**src/rtl/ram_arbiter_if.sv**
```systemverilog
// rtl/ram_arbiter_if.sv - requester-side request/ready bundle for ram_arbiter
interface ram_arbiter_if;
    logic        req;
    logic [3:0]  write_strobe;
    logic [31:0] address;
    logic [31:0] write_data;
    logic        ready;
    logic [31:0] read_data;
    logic        error;

    modport master (
        output req, write_strobe, address, write_data,
        input  ready, read_data, error
    );

    modport slave (
        input  req, write_strobe, address, write_data,
        output ready, read_data, error
    );
endinterface

```
**src/rtl/ram_arbiter.sv**
```systemverilog
// rtl/ram_arbiter.sv - two-port arbiter/sequencer for a single-port word RAM
// Sub-word stores become read-modify-write so the RAM only sees full-word writes.
module ram_arbiter #(
    parameter int WORDS = 4096,
    parameter bit FAIR  = 1'b1
) (
    input  logic         clock,
    input  logic         reset,
    ram_arbiter_if.slave p0,
    ram_arbiter_if.slave p1,
    output logic [3:0]   ram_control,
    output logic [31:0]  ram_address,
    output logic [31:0]  ram_write_data,
    input  logic [31:0]  ram_read_data
);
    typedef enum logic [1:0] {IDLE, ACCESS, MERGE, RESPOND} state_t;

    state_t      r_state;
    logic        r_last_grant;
    logic        r_port;
    logic        r_err;
    logic [3:0]  r_strobe;
    logic [31:0] r_addr;
    logic [31:0] r_wdata;
    logic [3:0]  r_ram_control;
    logic [31:0] r_ram_address;
    logic [31:0] r_ram_write_data;
    logic        r_p0_ready;
    logic        r_p1_ready;
    logic        r_p0_error;
    logic        r_p1_error;
    logic [31:0] r_p0_read_data;
    logic [31:0] r_p1_read_data;

    logic        w_winner;
    logic [3:0]  w_strobe;
    logic [31:0] w_addr;
    logic [31:0] w_wdata;
    logic        w_err;
    logic        w_partial;
    logic [31:0] w_merged;
    logic [31:0] w_resp_data;

    always_comb begin
        w_winner = p1.req;
        if (p0.req && p1.req) begin
            w_winner = FAIR ? ~r_last_grant : 1'b0;
        end
    end

    assign w_strobe = w_winner ? p1.write_strobe : p0.write_strobe;
    assign w_addr   = w_winner ? p1.address      : p0.address;
    assign w_wdata  = w_winner ? p1.write_data   : p0.write_data;
    assign w_err    = (w_addr[1:0] != 2'b00) || ({2'b00, w_addr[31:2]} >= 32'(WORDS));

    assign w_partial   = !r_err && (r_strobe != 4'h0) && (r_strobe != 4'hF);
    assign w_resp_data = (r_state == ACCESS && !r_err && r_strobe == 4'h0) ? ram_read_data : 32'h0;

    always_comb begin
        w_merged = ram_read_data;
        for (int i = 0; i < 4; i++) begin
            if (r_strobe[i]) begin
                w_merged[8*i +: 8] = r_wdata[8*i +: 8];
            end
        end
    end

    always_ff @(posedge clock or negedge reset) begin
        if (!reset) begin
            r_state          <= IDLE;
            r_last_grant     <= 1'b1;
            r_port           <= 1'b0;
            r_err            <= 1'b0;
            r_strobe         <= 4'h0;
            r_addr           <= 32'h0;
            r_wdata          <= 32'h0;
            r_ram_control    <= 4'h0;
            r_ram_address    <= 32'h0;
            r_ram_write_data <= 32'h0;
            r_p0_ready       <= 1'b0;
            r_p1_ready       <= 1'b0;
            r_p0_error       <= 1'b0;
            r_p1_error       <= 1'b0;
            r_p0_read_data   <= 32'h0;
            r_p1_read_data   <= 32'h0;
        end else begin
            case (r_state)
                IDLE: begin
                    if (p0.req || p1.req) begin
                        r_port       <= w_winner;
                        r_last_grant <= w_winner;
                        r_strobe     <= w_strobe;
                        r_addr       <= w_addr;
                        r_wdata      <= w_wdata;
                        r_err        <= w_err;
                        r_state      <= ACCESS;
                        // Errored requests still spend the ACCESS slot, with the RAM bus left quiet.
                        if (!w_err) begin
                            r_ram_address <= w_addr;
                            if (w_strobe == 4'hF) begin
                                r_ram_control    <= 4'hF;
                                r_ram_write_data <= w_wdata;
                            end
                        end
                    end
                end
                ACCESS, MERGE: begin
                    if (r_state == ACCESS && w_partial) begin
                        r_ram_control    <= 4'hF;
                        r_ram_write_data <= w_merged;
                        r_state          <= MERGE;
                    end else begin
                        r_ram_control    <= 4'h0;
                        r_ram_address    <= 32'h0;
                        r_ram_write_data <= 32'h0;
                        r_p0_ready       <= ~r_port;
                        r_p1_ready       <= r_port;
                        r_p0_error       <= ~r_port & r_err;
                        r_p1_error       <= r_port & r_err;
                        r_p0_read_data   <= r_port ? 32'h0 : w_resp_data;
                        r_p1_read_data   <= r_port ? w_resp_data : 32'h0;
                        r_state          <= RESPOND;
                    end
                end
                RESPOND: begin
                    r_p0_ready     <= 1'b0;
                    r_p1_ready     <= 1'b0;
                    r_p0_error     <= 1'b0;
                    r_p1_error     <= 1'b0;
                    r_p0_read_data <= 32'h0;
                    r_p1_read_data <= 32'h0;
                    r_state        <= IDLE;
                end
                default: r_state <= IDLE;
            endcase
        end
    end

    assign p0.ready       = r_p0_ready;
    assign p0.error       = r_p0_error;
    assign p0.read_data   = r_p0_read_data;
    assign p1.ready       = r_p1_ready;
    assign p1.error       = r_p1_error;
    assign p1.read_data   = r_p1_read_data;
    assign ram_control    = r_ram_control;
    assign ram_address    = r_ram_address;
    assign ram_write_data = r_ram_write_data;
endmodule

```
**src/flat_wrapper.sv**
```systemverilog
// flat-port wrapper written by rule: the top's interface ports become plain ports
module ram_arbiter_flat 
#(
    parameter int WORDS = 4096,
    parameter bit FAIR  = 1'b1
)
  (clock, reset, ram_control, ram_address, ram_write_data, ram_read_data, p0_req, p0_write_strobe, p0_address, p0_write_data, p0_ready, p0_read_data, p0_error, p1_req, p1_write_strobe, p1_address, p1_write_data, p1_ready, p1_read_data, p1_error);
  ram_arbiter_if p0_i ();
  ram_arbiter_if p1_i ();
  input  logic clock;
  input  logic reset;
  output logic [3:0] ram_control;
  output logic [31:0] ram_address;
  output logic [31:0] ram_write_data;
  input  logic [31:0] ram_read_data;
  input wire logic [$bits(p0_i.req)-1:0] p0_req;
  input wire logic [$bits(p0_i.write_strobe)-1:0] p0_write_strobe;
  input wire logic [$bits(p0_i.address)-1:0] p0_address;
  input wire logic [$bits(p0_i.write_data)-1:0] p0_write_data;
  output wire logic [$bits(p0_i.ready)-1:0] p0_ready;
  output wire logic [$bits(p0_i.read_data)-1:0] p0_read_data;
  output wire logic [$bits(p0_i.error)-1:0] p0_error;
  input wire logic [$bits(p1_i.req)-1:0] p1_req;
  input wire logic [$bits(p1_i.write_strobe)-1:0] p1_write_strobe;
  input wire logic [$bits(p1_i.address)-1:0] p1_address;
  input wire logic [$bits(p1_i.write_data)-1:0] p1_write_data;
  output wire logic [$bits(p1_i.ready)-1:0] p1_ready;
  output wire logic [$bits(p1_i.read_data)-1:0] p1_read_data;
  output wire logic [$bits(p1_i.error)-1:0] p1_error;
  assign p0_i.req = p0_req;
  assign p0_i.write_strobe = p0_write_strobe;
  assign p0_i.address = p0_address;
  assign p0_i.write_data = p0_write_data;
  assign p0_ready = p0_i.ready;
  assign p0_read_data = p0_i.read_data;
  assign p0_error = p0_i.error;
  assign p1_i.req = p1_req;
  assign p1_i.write_strobe = p1_write_strobe;
  assign p1_i.address = p1_address;
  assign p1_i.write_data = p1_write_data;
  assign p1_ready = p1_i.ready;
  assign p1_read_data = p1_i.read_data;
  assign p1_error = p1_i.error;
  ram_arbiter #(.WORDS(WORDS), .FAIR(FAIR)) u_core (.clock(clock), .reset(reset), .p0(p0_i), .p1(p1_i), .ram_control(ram_control), .ram_address(ram_address), .ram_write_data(ram_write_data), .ram_read_data(ram_read_data));
endmodule
```
**config.mk**
```make
export PLATFORM = sky130hd
export DESIGN_NAME = ram_arbiter_flat
export DESIGN_NICKNAME = d
export VERILOG_FILES = /design/src/rtl/ram_arbiter_if.sv /design/src/rtl/ram_arbiter.sv /design/src/flat_wrapper.sv
export SDC_FILE = /design/constraint.sdc
export NUM_CORES = 1
export LEC_CHECK = 0
export CAP_MARGIN = 20
export CORE_ASPECT_RATIO = 1.5
export CORE_MARGIN = 8
export CORE_UTILIZATION = 48
export DETAILED_ROUTE_END_ITERATION = 6
export GPL_TIMING_DRIVEN = 1
export PLACE_DENSITY = 0.94
export RECOVER_POWER = 50
export SYNTH_ARGS = -nofsm -noshare
export SYNTH_HDL_FRONTEND = slang
export SYNTH_SLANG_ARGS = --single-unit
export TNS_END_PERCENT = 50
```
**constraint.sdc**
```tcl
create_clock -name clock -period 3.2 [get_ports clock]
set_input_delay 0.48 -clock clock [delete_from_list [all_inputs] [get_ports clock]]
set_output_delay 0.48 -clock clock [all_outputs]
set_load 0.01 [all_outputs]
```
---- Word level (Yosys, flattened, before mapping) ----
Cells that the tools add are included.
word-level totals
  word-level logic and storage cells ...... 89
  bits of input ports ..................... 172
  bits in registers ....................... 177
cells by class
  reductions and logical operators ........ 20
  bitwise logic cells ..................... 4
  magnitude comparators ................... 1
  equal/unequal tests ..................... 9
  mux-type cells .......................... 40
operator list
  kind                                                    count
  2-to-1 mux 32 bit                                       14
  case mux 32 bit (2 select lines)                        4
  2-to-1 mux 8 bit                                        4
  >= comparator 30 x 13 -> 1 bit (second input constant)  1
  2-to-1 mux 4 bit                                        5
  case mux 1 bit (2 select lines)                         4
  case mux 4 bit (2 select lines)                         1
  AND reduction 4 bit                                     2
  logical AND 1 bit                                       6
  2-to-1 mux 1 bit                                        6
  case mux 2 bit (3 select lines)                         1
  nonzero test 2 bit                                      3
  equality test 2 bit (second input constant)             2
  equality test 4 bit (second input constant)             1
  logical NOT 4 bit                                       1
  inequality test 2 x 1 -> 1 bit (second input constant)  2
  inequality test 2 bit (second input constant)           2
  inequality test 4 bit (second input constant)           1
  AND reduction 2 bit                                     2
  nonzero test 4 bit                                      1
  AND 1 bit                                               2
  equality test 2 x 1 -> 1 bit (second input constant)    1
  logical NOT 2 bit                                       1
  logical OR 1 bit                                        2
  other kinds (4)                                         5

---- Logic depth before layout (Yosys ltp) ----
Gate-level depths: netlist of the first run.
  depth after elaboration ................. 8
  mapped depth ............................ 9
  gate-level depth less buffers ........... 6

---- Least setup slack after synthesis of the first run ----
No wires, ideal clock.
  kind .................................... input to register
  start ................................... input port p0_address[30]
  end ..................................... register u_core.r_ram_write_data[10], in the netlist u_core.ram_write_data[10]
  stages .................................. 6
  data arrival time ....................... 1.924 ns
  required time ........................... 3.075 ns
  library setup time ...................... 0.125 ns
  path buffers ............................ 1
  setup slack ............................. 1.151 ns
  path through ............................ nor4_2 > nand4b_4 > a221oi_4 > a22oi_4 > buf_6 > mux2_4
on the way
  word-level cells in the longest chain between the ends .. 5
RTL lines
  what                                    RTL line            text
  start: declaration                      flat_wrapper.sv:18  input wire logic [$bits(p0_i.address)-1:0] p0_address;
  2-to-1 mux 32 bit                       ram_arbiter.sv:52   assign w_addr = w_winner ? p1.address : p0.address;
  >= comparator 30 x 13 -> 1 bit          ram_arbiter.sv:54   assign w_err = (w_addr[1:0] != 2'b00) || ({2'b00, w_addr[31:2]} >= 32'(WORDS));
  logical OR 1 bit                        ram_arbiter.sv:54
  inequality test 2 bit (no source line)  --
  AND reduction 4 bit (no source line)    --
  end signal: assignment                  ram_arbiter.sv:102  r_ram_write_data <= w_wdata;
  end signal: assignment                  ram_arbiter.sv:110  r_ram_write_data <= w_merged;
  end: declaration                        ram_arbiter.sv:27   logic [31:0] r_ram_write_data;
Every way passes these cells.
A chain may end at the register's enable or synchronous reset.

---- Final worst setup path of the first run ----
  start ................................... register u_core.r_state[0]
  end ..................................... register u_core.r_p0_read_data[12], in the netlist u_core.p0.read_data[12]
on the way
  word-level cells in the longest chain between the ends .. 7
  elaborated cells on any way between the ends .. 14
  classes of those cells .................. 4 x eq/ne; 4 x mux; 6 x reduce/logical
RTL lines
  what                              RTL line                                                  text
  start: declaration                ram_arbiter.sv:18                                         state_t r_state;
  start signal: assignment          ram_arbiter.sv:70                                         r_state <= IDLE;
  start signal: assignment          ram_arbiter.sv:96                                         r_state <= ACCESS;
  start signal: assignment          ram_arbiter.sv:111                                        r_state <= MERGE;
  equality test 2 x 1 -> 1 bit      ram_arbiter.sv:57, ram_arbiter.sv:87, ram_arbiter.sv:108
  logical AND 1 bit (2 in a row)    ram_arbiter.sv:57                                         assign w_resp_data = (r_state == ACCESS && !r_err && r_strobe == 4'h0) ? ram_read_data : 32'h0;
  2-to-1 mux 32 bit                 ram_arbiter.sv:57
  2-to-1 mux 32 bit                 ram_arbiter.sv:120                                        r_p0_read_data <= r_port ? 32'h0 : w_resp_data;
  2-to-1 mux 32 bit                 ram_arbiter.sv:108                                        if (r_state == ACCESS && w_partial) begin
  case mux 32 bit (2 select lines)  ram_arbiter.sv:87                                         case (r_state)
  end signal: assignment            ram_arbiter.sv:120
  end: declaration                  ram_arbiter.sv:32                                         logic [31:0] r_p0_read_data;
Parallel ways exist; a longest one is shown, timed or not. The select of a mux whose other input is x is not followed.

==> reports/qor.yml, run 1 <==
outcome:
  outcome: "finished, violations left"
  violations: "capacitance limit, slew limit"
layout:
  areaGrowthSynthToFinish_pct: 47.7
  layout_common_cells: "clkdlybuf4s50_1 (240), dfrtp_1 (173), o21ai_0 (71)"
  drive_gt1_share_pct: 13.1
  fillers: 1113
  regArea_mm2: 0.00436
  final_common_cell: "clkdlybuf4s50_1"
  layout.nets: 1101
  multiInputGateArea_mm2: 0.00325
timing:
  maxSlewViolCount: 66
  setup_viol: 0
  hold_ws_ns: 0.450
  worst_clock_skew_ns: 0.0112
  max_freq_ghz: 0.390
  grt_setup_unrepaired: "no"
  finalCritPeriodShare_pct: 80.2
  slew_headroom_pct: -7.00
  tightest_slew_ns: 1.60
  setup_tns_ns: 0
  finalHoldViolations: 0
  timing.final.crit_period_ns: 2.57
worst_setup_path:
  rrSetupSlack_ns: 0.63
  r2r-start: "u_core.r_state[0]$_DFFE_PN0P_"
  path_class: "register to register"
  end_kind: "register"
  startpoint: "u_core.r_state[0]$_DFFE_PN0P_"
  worstPathMaxFanout: 68
  cp.arrival_ns: 2.92
  critPathLaunchType: "register"
  critical_path_required_ns: 3.56
synthesis:
  syn_avg_cell_area_um2: 12.4
  synth.largest_area_cell: "dfrtp_1"
  synth_ff_type: "dfrtp_1"
  synth_edf_count: 0
  netlist_area_mm2: 0.00789
  ys_types: 41
  synthCells: 635
  synth_fp_nets: 810
  yosysWarnings: 0
  ys_seq_area_share_pct: 55.2
  ys_ff_latch: 174
  synthArstFlopShare_pct: 100
  yosys-top-cells-area: "dfrtp_1 (55%), a22o_1 (7.3%), mux2i_1 (6.3%), mux2_4 (5.5%), o21ai_0 (4.6%)"
  synth_top_area_share_pct: 54.9
global_routing:
  grt_max_degree: 75
  grt_antenna_before_repair: 1
  use_met3_pct: 6.88
  grt_pass1_wl_um: 39400
  use_met2_pct: 43.1
  globalRoute.busiestLayer: "met2"
  grt_usage_pct: 24.3
  met1_usage_pct: 26.1
  grt_remaining_overflow: 0
  grt_pass1_vias: 7071
floorplanning:
  rows: 57
  ios: 308
  start_util_pct: 48.9
  core_area_mm2: 0.0161
  die_y_um: 173
  fp.dieW_um: 121
  fp.dieArea_mm2: 0.0209
clocking:
  clock_latency_ns: 0.42
  cts_tree: "built"
  cts_max_path_buffers: 2
  cts.sinks: 174
  ctsResizeCount: 0
  h-tree-depth: 4
  cts_setup_buffers: 0
  clk_pin_slew_worst_paths_ns: 0.07
  cts_hold_buffers: 0
  cts-buffers-inserted: 17
  root_buffer: "clkbuf_16"
power:
  power_density_mw_per_mm2: 716
  cellLeakagePower_nw: 5.40
  vdd_drop_max_mv: 0.958
worst_hold_path:
  hold_class: "primary input to asynchronous set/reset pin"
placed_design:
  gp_congestion: 0.793
  dpl.hpwl_um: 18400
  io_buffer_count: 307
drt:
  post-route-drc-count: 0
  avgRoutedWirePerCell_um: 21.9
  wirelength_um: 25100
  post_drt_via_cell_ratio: 5.60
  num_vias: 6419
  drtIter0Drc: 543
  drtPass1Iterations: 4
  ant_nets: 0
run:
  cap_viol_max_count: 1
## registers in the layout (all words and copies together) (netlist names), 2 cells and up
register	count
u_core.p0.read_data	32
u_core.p1.read_data	32
u_core.r_wdata	32
u_core.ram_address	32
u_core.ram_write_data	32
u_core.r_strobe	4
u_core.r_state	2
## worst max-delay path, cell delays in order, from the launching register on
cell     delay, ns
dfrtp_1       0.38
inv_1         0.07
ha_1          0.94
a21o_2        0.23
buf_4         0.58
a22o_1        0.27
## metal layers
metal / share of wire (%) / vias up / wire length, µm
met5: 0 / - / 0
met4: 3.4 / 0 / 856
met3: 6.3 / 48 / 1590
met2: 53 / 270 / 13300
met1: 37 / 3187 / 9330
li1: - / 2914 / -
## cell families after synthesis
kind of cell,Yosys count,share of synthesized area (%)
compound gates,163,14.7
fa+ha+maj,3,0.476
buf+inv,58,3.97
flops,174,55.2
mux,114,16.9
simple gates,123,8.75
## cell type report
class                   count  area share, %
flip-flops and latches    174           37.4
multi-input cells         403           27.9
clock inverters            13           1.11
clock buffers              19           3.72
inverters                   5          0.161
repair buffers            325           27.5
diodes                      1         0.0215
well taps                 206           2.21
## stage by stage
step	total power, mW	std cells	util (%)	setup WS [ns]	area [µm²]
CTS	8.43	1145	72.5	0.683	11700
finish	8.34	1146	72.3	0.635	11600
detailed placement	6.38	1113	69.0	0.316	11100
global route	8.78	1146	72.3	0.378	11600
floorplan	5.16	635	-	1.15	7890
global placement	6.26	1113	69.0	0.378	11100
## final timing paths
check                      cells past startpoint                                  end
hold reg to reg                                2       u_core.r_wdata[23]$_DFFE_PN0P_
setup reg to reg                               5  u_core.p0.read_data[12]$_DFFE_PN0P_
setup / recovery                               5  u_core.p0.read_data[12]$_DFFE_PN0P_
min in group clock                             2       u_core.r_wdata[23]$_DFFE_PN0P_
hold / removal                                 1   u_core.ram_address[30]$_DFFE_PN0P_
max in group asynchronous                      2       u_core.r_wdata[20]$_DFFE_PN0P_
## synthesized netlist by cell type (2+ instances only)
| master | count |
|---|---|
| nand4_1 | 4 |
| nor4_2 | 4 |
| nand3_1 | 34 |
| ha_1 | 3 |
| and2_1 | 20 |
| nand2_1 | 42 |
| o21ai_0 | 72 |
| a21oi_1 | 4 |
| nor2_1 | 3 |
| mux2i_1 | 50 |
| clkbuf_1 | 24 |
| buf_2 | 13 |
| buf_6 | 7 |
| nor4_1 | 7 |
| a21o_1 | 2 |
| o2bb2ai_1 | 12 |
| inv_1 | 5 |
| mux2_4 | 29 |
| buf_4 | 7 |
| dfrtp_1 | 173 |
| a22o_1 | 66 |
| mux2_1 | 3 |
| mux2_2 | 32 |
| buf_1 | 2 |
## report_power, final
group	switching [mW]	leakage, nW	internal, mW	total [mW]
Sequential	0.275	2.32	2.64	2.92
Combinational	1.77	2.82	1.63	3.41
Clock	0.922	0.264	1.09	2.01
Total	2.97	5.40	5.37	8.34
No activity file was read; power rests on OpenSTA's default activity.
==> run 2: changes to the inputs <==
CORE_UTILIZATION = 44   (was 48)
PLACE_DENSITY = 0.88   (was 0.94)
clock period = 2.5 ns   (was 3.2 ns; I/O delays follow)
==> run 2 against run 1 <==
The flow still finishes with violations (capacitance limit, slew limit). Worst hold slack better by 0.029 ns. Total power is 32% higher. Register-to-register slack worse by 0.27 ns. Flip-flop and latch count stayed put. Clock power is 33% higher. Critical endpoint is now u_core.ram_write_data[2]$_DFFE_PN0P_. Highest routed layer unchanged.
==> reports/qor.yml, run 2 (same netlist as run 1, synthesis figures left out) <==
floorplanning:
  fp.dieW_um: 125  # was 121 µm
  die_y_um: 180  # was 173 µm
  rows: 60  # was 57
  core_area_mm2: 0.0178  # was 0.0161 mm²
  ios: 308  # unchanged
  fp.dieArea_mm2: 0.0226  # was 0.0209 mm²
  start_util_pct: 44.3  # was 48.9%
placed_design:
  gp_congestion: 0.790  # was 0.793
  io_buffer_count: 307  # unchanged
  dpl.hpwl_um: 18800  # was 18400 µm
clocking:
  h-tree-depth: 4  # unchanged
  root_buffer: "clkbuf_16"  # unchanged
  clk_pin_slew_worst_paths_ns: 0.06  # was 0.07 ns
  cts_max_path_buffers: 2  # unchanged
  cts.sinks: 174  # unchanged
  clock_latency_ns: 0.42  # about the same
  cts-buffers-inserted: 17  # unchanged
  ctsResizeCount: 0  # unchanged
  cts_tree: "built"  # unchanged
timing:
  tightest_slew_ns: 1.63  # was 1.60 ns
  setup_tns_ns: 0  # unchanged
  setup_viol: 0  # unchanged
  maxSlewViolCount: 64  # was 66
  timing.final.crit_period_ns: 2.18
  finalCritPeriodShare_pct: 87.2
  finalHoldViolations: 0  # unchanged
  max_freq_ghz: 0.459
  grt_setup_unrepaired: "no"  # unchanged
  hold_ws_ns: 0.479  # was 0.450 ns
  slew_headroom_pct: -8.56  # was -7.00%
  worst_clock_skew_ns: 0.0146  # was 0.0112 ns
worst_setup_path:
  critical_path_required_ns: 2.79  # was 3.56 ns
  critPathLaunchType: "primary input"  # was register
  worstPathMaxFanout: 19  # was 68
  end_kind: "register"  # unchanged
  path_class: "primary input to register"  # was register to register
  cp.arrival_ns: 2.47  # was 2.92 ns
drt:
  top_layer: "met4"  # unchanged
  avgRoutedWirePerCell_um: 21.3  # was 21.9 µm
  post_drt_via_cell_ratio: 5.48  # was 5.60
  wl_met2_um: 13000  # was 13300 µm
  wl_met1_um: 9610  # was 9330 µm
  wl_met3_um: 1370  # was 1590 µm
  drtIter0Drc: 446  # was 543
  drtPass1Iterations: 6  # was 4
  wirelength_um: 24800  # was 25100 µm
  ant_nets: 0  # unchanged
  post-route-drc-count: 0  # unchanged
  num_vias: 6400  # was 6419
global_routing:
  grt_usage_pct: 22.2  # was 24.3%
  grt_antenna_before_repair: 0  # was 1
  grt_max_degree: 75  # unchanged
  grt_pass1_vias: 7092  # was 7071
  grt_remaining_overflow: 0  # unchanged
  grt_pass1_wl_um: 39400  # about the same
outcome:
  violations: "capacitance limit, slew limit"  # unchanged
  outcome: "finished, violations left"  # unchanged
layout:
  final_common_cell: "clkdlybuf4s50_1"  # unchanged
  fillers: 1306  # was 1113
  multiInputGateArea_mm2: 0.00325  # about the same
  fin_util_pct: 66.8  # was 72.3%
  areaGrowthSynthToFinish_pct: 50.6  # was 47.7%
  layout.nets: 1113  # was 1101
  layout_common_cells: "clkdlybuf4s50_1 (240), dfrtp_1 (173), o21ai_0 (71)"  # unchanged
  antenna_cells: 0  # was 1
  drive_gt1_share_pct: 14.5  # was 13.1%
  regArea_mm2: 0.00436  # unchanged
worst_hold_path:
  hold_class: "register to register"  # was primary input to asynchronous set/reset pin
power:
  cellLeakagePower_nw: 5.51  # was 5.40 nW
  power_density_mw_per_mm2: 923  # was 716 mW/mm²
  p_total_mw: 11.0  # was 8.34 mW
  vdd_drop_max_mv: 0.699  # was 0.958 mV
run:
  cap_viol_max_count: 1  # unchanged
-- run 2: cell type report --
| class | count | share of cell area, % |
|---|---|---|
| Tap cell | 217 | 2.29 |
| Clock inverter | 13 | 1.30 |
| Clock buffer | 18 | 3.61 |
| Timing Repair Buffer | 337 | 28.6 |
| Sequential cell | 174 | 36.7 |
| Inverter | 5 | 0.158 |
| Multi-Input combinational cell | 403 | 27.4 |
-- run 2: final timing paths --
path | from | to | slack, ns | cells after the start
max in group asynchronous | reset | u_core.p0.read_data[5]$_DFFE_PN0P_ | 0.46 | 3
max reg2reg | u_core.r_state[0]$_DFFE_PN0P_ | u_core.ram_address[12]$_DFFE_PN0P_ | 0.36 | 5
max | p1_req | u_core.ram_write_data[2]$_DFFE_PN0P_ | 0.32 | 7
min in group asynchronous | reset | u_core.ram_address[25]$_DFFE_PN0P_ | 0.92 | 2
min | u_core.r_wdata[13]$_DFFE_PN0P_ | u_core.r_wdata[13]$_DFFE_PN0P_ | 0.48 | 2
min reg2reg | u_core.r_wdata[13]$_DFFE_PN0P_ | u_core.r_wdata[13]$_DFFE_PN0P_ | 0.48 | 2
-- run 2: layer usage --
metal / up-vias / track usage (%)
met3: 45 / 5.33
met1: 3151 / 24.8
li1: 2932 / -
met4: 0 / 9.54
met5: - / 0
met2: 272 / 39.3
-- run 2: repair_timing --
item	CTS	global route
hold endpoints to repair	59	0
buffers inserted	0	0
hold buffers	1	0
-- run 2: critical path, cell delays in order --
cell	delay, ns
clkdlybuf4s50_1	0.49
a21boi_4	0.31
nand4_1	0.21
a221oi_4	0.41
a22oi_4	0.12
buf_12	0.20
mux2_1	0.33
-- run 2: through the flow --
stage | area (µm²) | cells | worst slack, ns
3_5_place_dp | 11300 | 1135 | -0.100
2_1_floorplan | 7890 | 635 | 0.523
4_1_cts | 11900 | 1167 | 0.314
3_3_place_gp | 11300 | 1135 | -0.0634
5_1_grt | 11900 | 1167 | 0.105
6_report | 11900 | 1167 | 0.321
-- run 2: report_power, final --
part	total, mW	switching (mW)	leakage (nW)	internal (mW)
logic	4.58	2.30	2.91	2.28
clock network	2.67	1.17	0.278	1.49
registers	3.72	0.339	2.32	3.38
total	11.0	3.81	5.51	7.16
==> run 3: changes to the inputs <==
CORE_UTILIZATION = 45   (was 44)
CTS_BUF_LIST = sky130_fd_sc_hd__clkbuf_2 sky130_fd_sc_hd__clkbuf_4 sky130_fd_sc_hd__clkbuf_8   (was default)
PLACE_DENSITY = 0.89   (was 0.88)
==> run 3 against run 2 <==
Worst hold slack better by 0.0058 ns. Final area is 2.0% lower. Sequential power hardly changed. Count of clock-buffer cells in the layout is 2 higher. Die area is 2.0% lower. Cell count is 0.26% lower. Critical path type unchanged. Core utilization is 0.63 points higher. First-iteration DRC count is 4.5% higher. The flow now finishes without violations. Routed wire length is 2.1% lower. Non-clock buffer count is 2 lower.
==> reports/qor.yml, run 3 (same netlist as run 1, synthesis figures left out) <==
power:
  p_total_mw: 10.2  # was 11.0 mW
  power_density_mw_per_mm2: 876  # was 923 mW/mm²
  power_frac_comb_pct: 44.6  # was 41.7%
  internal_power_mw: 6.50  # was 7.16 mW
  seq_power_share_pct: 36.5  # was 33.9%
  sw_frac_of_total_pct: 36.3  # was 34.8%
  p_clk_share_pct: 19.0  # was 24.3%
  cellLeakagePower_nw: 5.40  # was 5.51 nW
  vdd_drop_max_mv: 0.609  # was 0.699 mV
  switching_power_mw: 3.70  # was 3.81 mW
worst_setup_path:
  critPathLaunchType: "primary input"  # unchanged
  worstPathCellList: "clkdlybuf4s50_1, nor4_1, nand3_1, a221oi_1, o21ai_2, buf_12, and2_1"  # was clkdlybuf4s50_1, a21boi_4, nand4_1, a221oi_4, a22oi_4, buf_12, mux2_1
  critPathSlowestCell: "a221oi_1"  # was clkdlybuf4s50_1
  end_kind: "register"  # unchanged
  slowest_delay_ns: 0.52  # was 0.49 ns
  path_class: "primary input to register"  # unchanged
  critical_path_required_ns: 2.82  # was 2.79 ns
  worstPathMaxFanout: 32  # was 19
  cp.arrival_ns: 2.44  # was 2.47 ns
floorplanning:
  rows: 59  # was 60
  start_util_pct: 45.7  # was 44.3%
  die_y_um: 178  # was 180 µm
  core_area_mm2: 0.0173  # was 0.0178 mm²
  fp.dieArea_mm2: 0.0221  # was 0.0226 mm²
  fp.dieW_um: 124  # was 125 µm
  ios: 308  # unchanged
timing:
  finalHoldViolations: 0  # unchanged
  setup_tns_ns: 0  # unchanged
  tightest_slew_ns: 1.07  # was 1.63 ns
  setup_viol: 0  # unchanged
  slew_headroom_pct: 28.6  # was -8.56%
  grt_setup_unrepaired: "no"  # unchanged
  timing.final.crit_period_ns: 2.12  # was 2.18 ns
  maxSlewViolCount: 0  # was 64
  worst_clock_skew_ns: 0.0223  # was 0.0146 ns
  fin_ws_ns: 0.375  # was 0.321 ns
  finalCritPeriodShare_pct: 85.0  # was 87.2%
  max_freq_ghz: 0.471  # was 0.459 GHz
  hold_ws_ns: 0.485  # was 0.479 ns
drt:
  drtIter0Drc: 466  # was 446
  ant_nets: 0  # unchanged
  drtPass1Iterations: 4  # was 6
  post-route-drc-count: 0  # unchanged
  num_vias: 6312  # was 6400
  avgRoutedWirePerCell_um: 20.9  # was 21.3 µm
  wirelength_um: 24300  # was 24800 µm
  post_drt_via_cell_ratio: 5.42  # was 5.48
layout:
  regArea_mm2: 0.00436  # unchanged
  drive_gt1_share_pct: 14.5  # about the same
  fillers: 1252  # was 1306
  layout_common_cells: "clkdlybuf4s50_1 (240), dfrtp_1 (173), o21ai_0 (71)"  # unchanged
  layout.nets: 1111  # was 1113
  areaGrowthSynthToFinish_pct: 47.6  # was 50.6%
  final_common_cell: "clkdlybuf4s50_1"  # unchanged
  multiInputGateArea_mm2: 0.00325  # unchanged
  finish.instance_area_mm2: 0.0116  # was 0.0119 mm²
outcome:
  outcome: "finished clean"  # was finished, violations left
clocking:
  clock_latency_ns: 0.43  # was 0.42 ns
  cts-buffers-inserted: 17  # unchanged
  root_buffer: "clkbuf_8"  # was clkbuf_16
  cts.sinks: 174  # unchanged
  cts_max_path_buffers: 2  # unchanged
  clk_pin_slew_worst_paths_ns: 0.09  # was 0.06 ns
  cts_tree: "built"  # unchanged
  h-tree-depth: 4  # unchanged
placed_design:
  pre_cts_ws_ns: -0.0783  # was -0.100 ns
  gp_congestion: 0.806  # was 0.790
  dpl.hpwl_um: 18500  # was 18800 µm
  io_buffer_count: 307  # unchanged
  placed_area_mm2: 0.0113  # about the same
global_routing:
  grt_remaining_overflow: 0  # unchanged
  use_met3_pct: 5.20  # was 5.33%
  grt_max_degree: 75  # unchanged
  grt_pass1_vias: 6844  # was 7092
  globalRoute.busiestLayer: "met2"  # unchanged
  grt_antenna_before_repair: 0  # unchanged
  grt_pass1_wl_um: 37600  # was 39400 µm
  met1_usage_pct: 25.7  # was 24.8%
  use_met2_pct: 37.6  # was 39.3%
  grt_usage_pct: 22.1  # was 22.2%
worst_hold_path:
  hold_class: "register to register"  # unchanged
run:
  cap_viol_max_count: 0  # was 1
-- run 3: cell types whose count changed in the layout (fill, tap and decap cells not counted), sizes merged --
cell	previous run	this run
bufinv	2	1
clkinvlp	3	2
buf	26	23
clkbuf	22	25
diode	0	2
clkinv	2	3
-- run 3: what timing repair did --
item / CTS / global route
hold buffers: 1 / 0
buffers inserted: 0 / 0
gates resized for setup: 0 / 0
endpoints found under the hold margin: 39 / 0
-- run 3: power groups by stage --
stage               Sequential, mW  Combinational [mW]  Clock, mW
floorplan                     3.78                2.83          0
global placement              3.73                4.47          0
detailed placement            3.77                4.58          0
CTS                           3.72                4.60       1.99
global route                  3.78                4.88       2.10
finish                        3.72                4.54       1.94
-- run 3: critical path: cells and delay by family --
family          cells  cell delay (ns)
buf+inv             2             0.64
simple gates        3             0.77
compound gates      2             0.65
-- run 3: stage by stage --
step | std cells | utilization [%]
after global placement | 1129 | 65.3
after floorplan | 635 | -
final | 1164 | 67.4
after detailed placement | 1129 | 65.3
after CTS | 1162 | 67.6
after global routing | 1162 | 67.4
-- run 3: layer usage --
metal	share of wire (%)	wire length [µm]	up-vias
li1	-	-	2933
met1	39	9420	3101
met3	5.7	1390	38
met2	52	12700	240
met4	3.4	823	0
met5	0	0	-
-- run 3: worst paths after layout --
kind                                                 from                                  end  slack, ns  depth (start not counted)
max in group asynchronous                           reset  u_core.p1.read_data[30]$_DFFE_PN0P_       0.49                          3
min in group asynchronous                           reset   u_core.ram_address[23]$_DFFE_PN0P_       0.67                          2
setup / recovery                           p1_address[19]   u_core.ram_address[28]$_DFFE_PN0P_       0.38                          7
hold / removal                u_core.p1.error$_DFFE_PN0P_          u_core.p1.error$_DFFE_PN0P_       0.48                          2
setup reg to reg           u_core.r_strobe[1]$_DFFE_PN0P_   u_core.ram_address[28]$_DFFE_PN0P_       0.40                          7
hold reg to reg               u_core.p1.error$_DFFE_PN0P_          u_core.p1.error$_DFFE_PN0P_       0.48                          2
-- run 3: layout make-up --
| type | count | share of cell area (%) |
|---|---|---|
| diodes | 2 | 0.0430 |
| inverters | 5 | 0.161 |
| multi-input cells | 403 | 27.9 |
| flip-flops and latches | 174 | 37.4 |
| clock buffers | 20 | 2.20 |
| repair buffers | 335 | 28.9 |
| well taps | 213 | 2.29 |
| clock inverters | 12 | 1.09 |
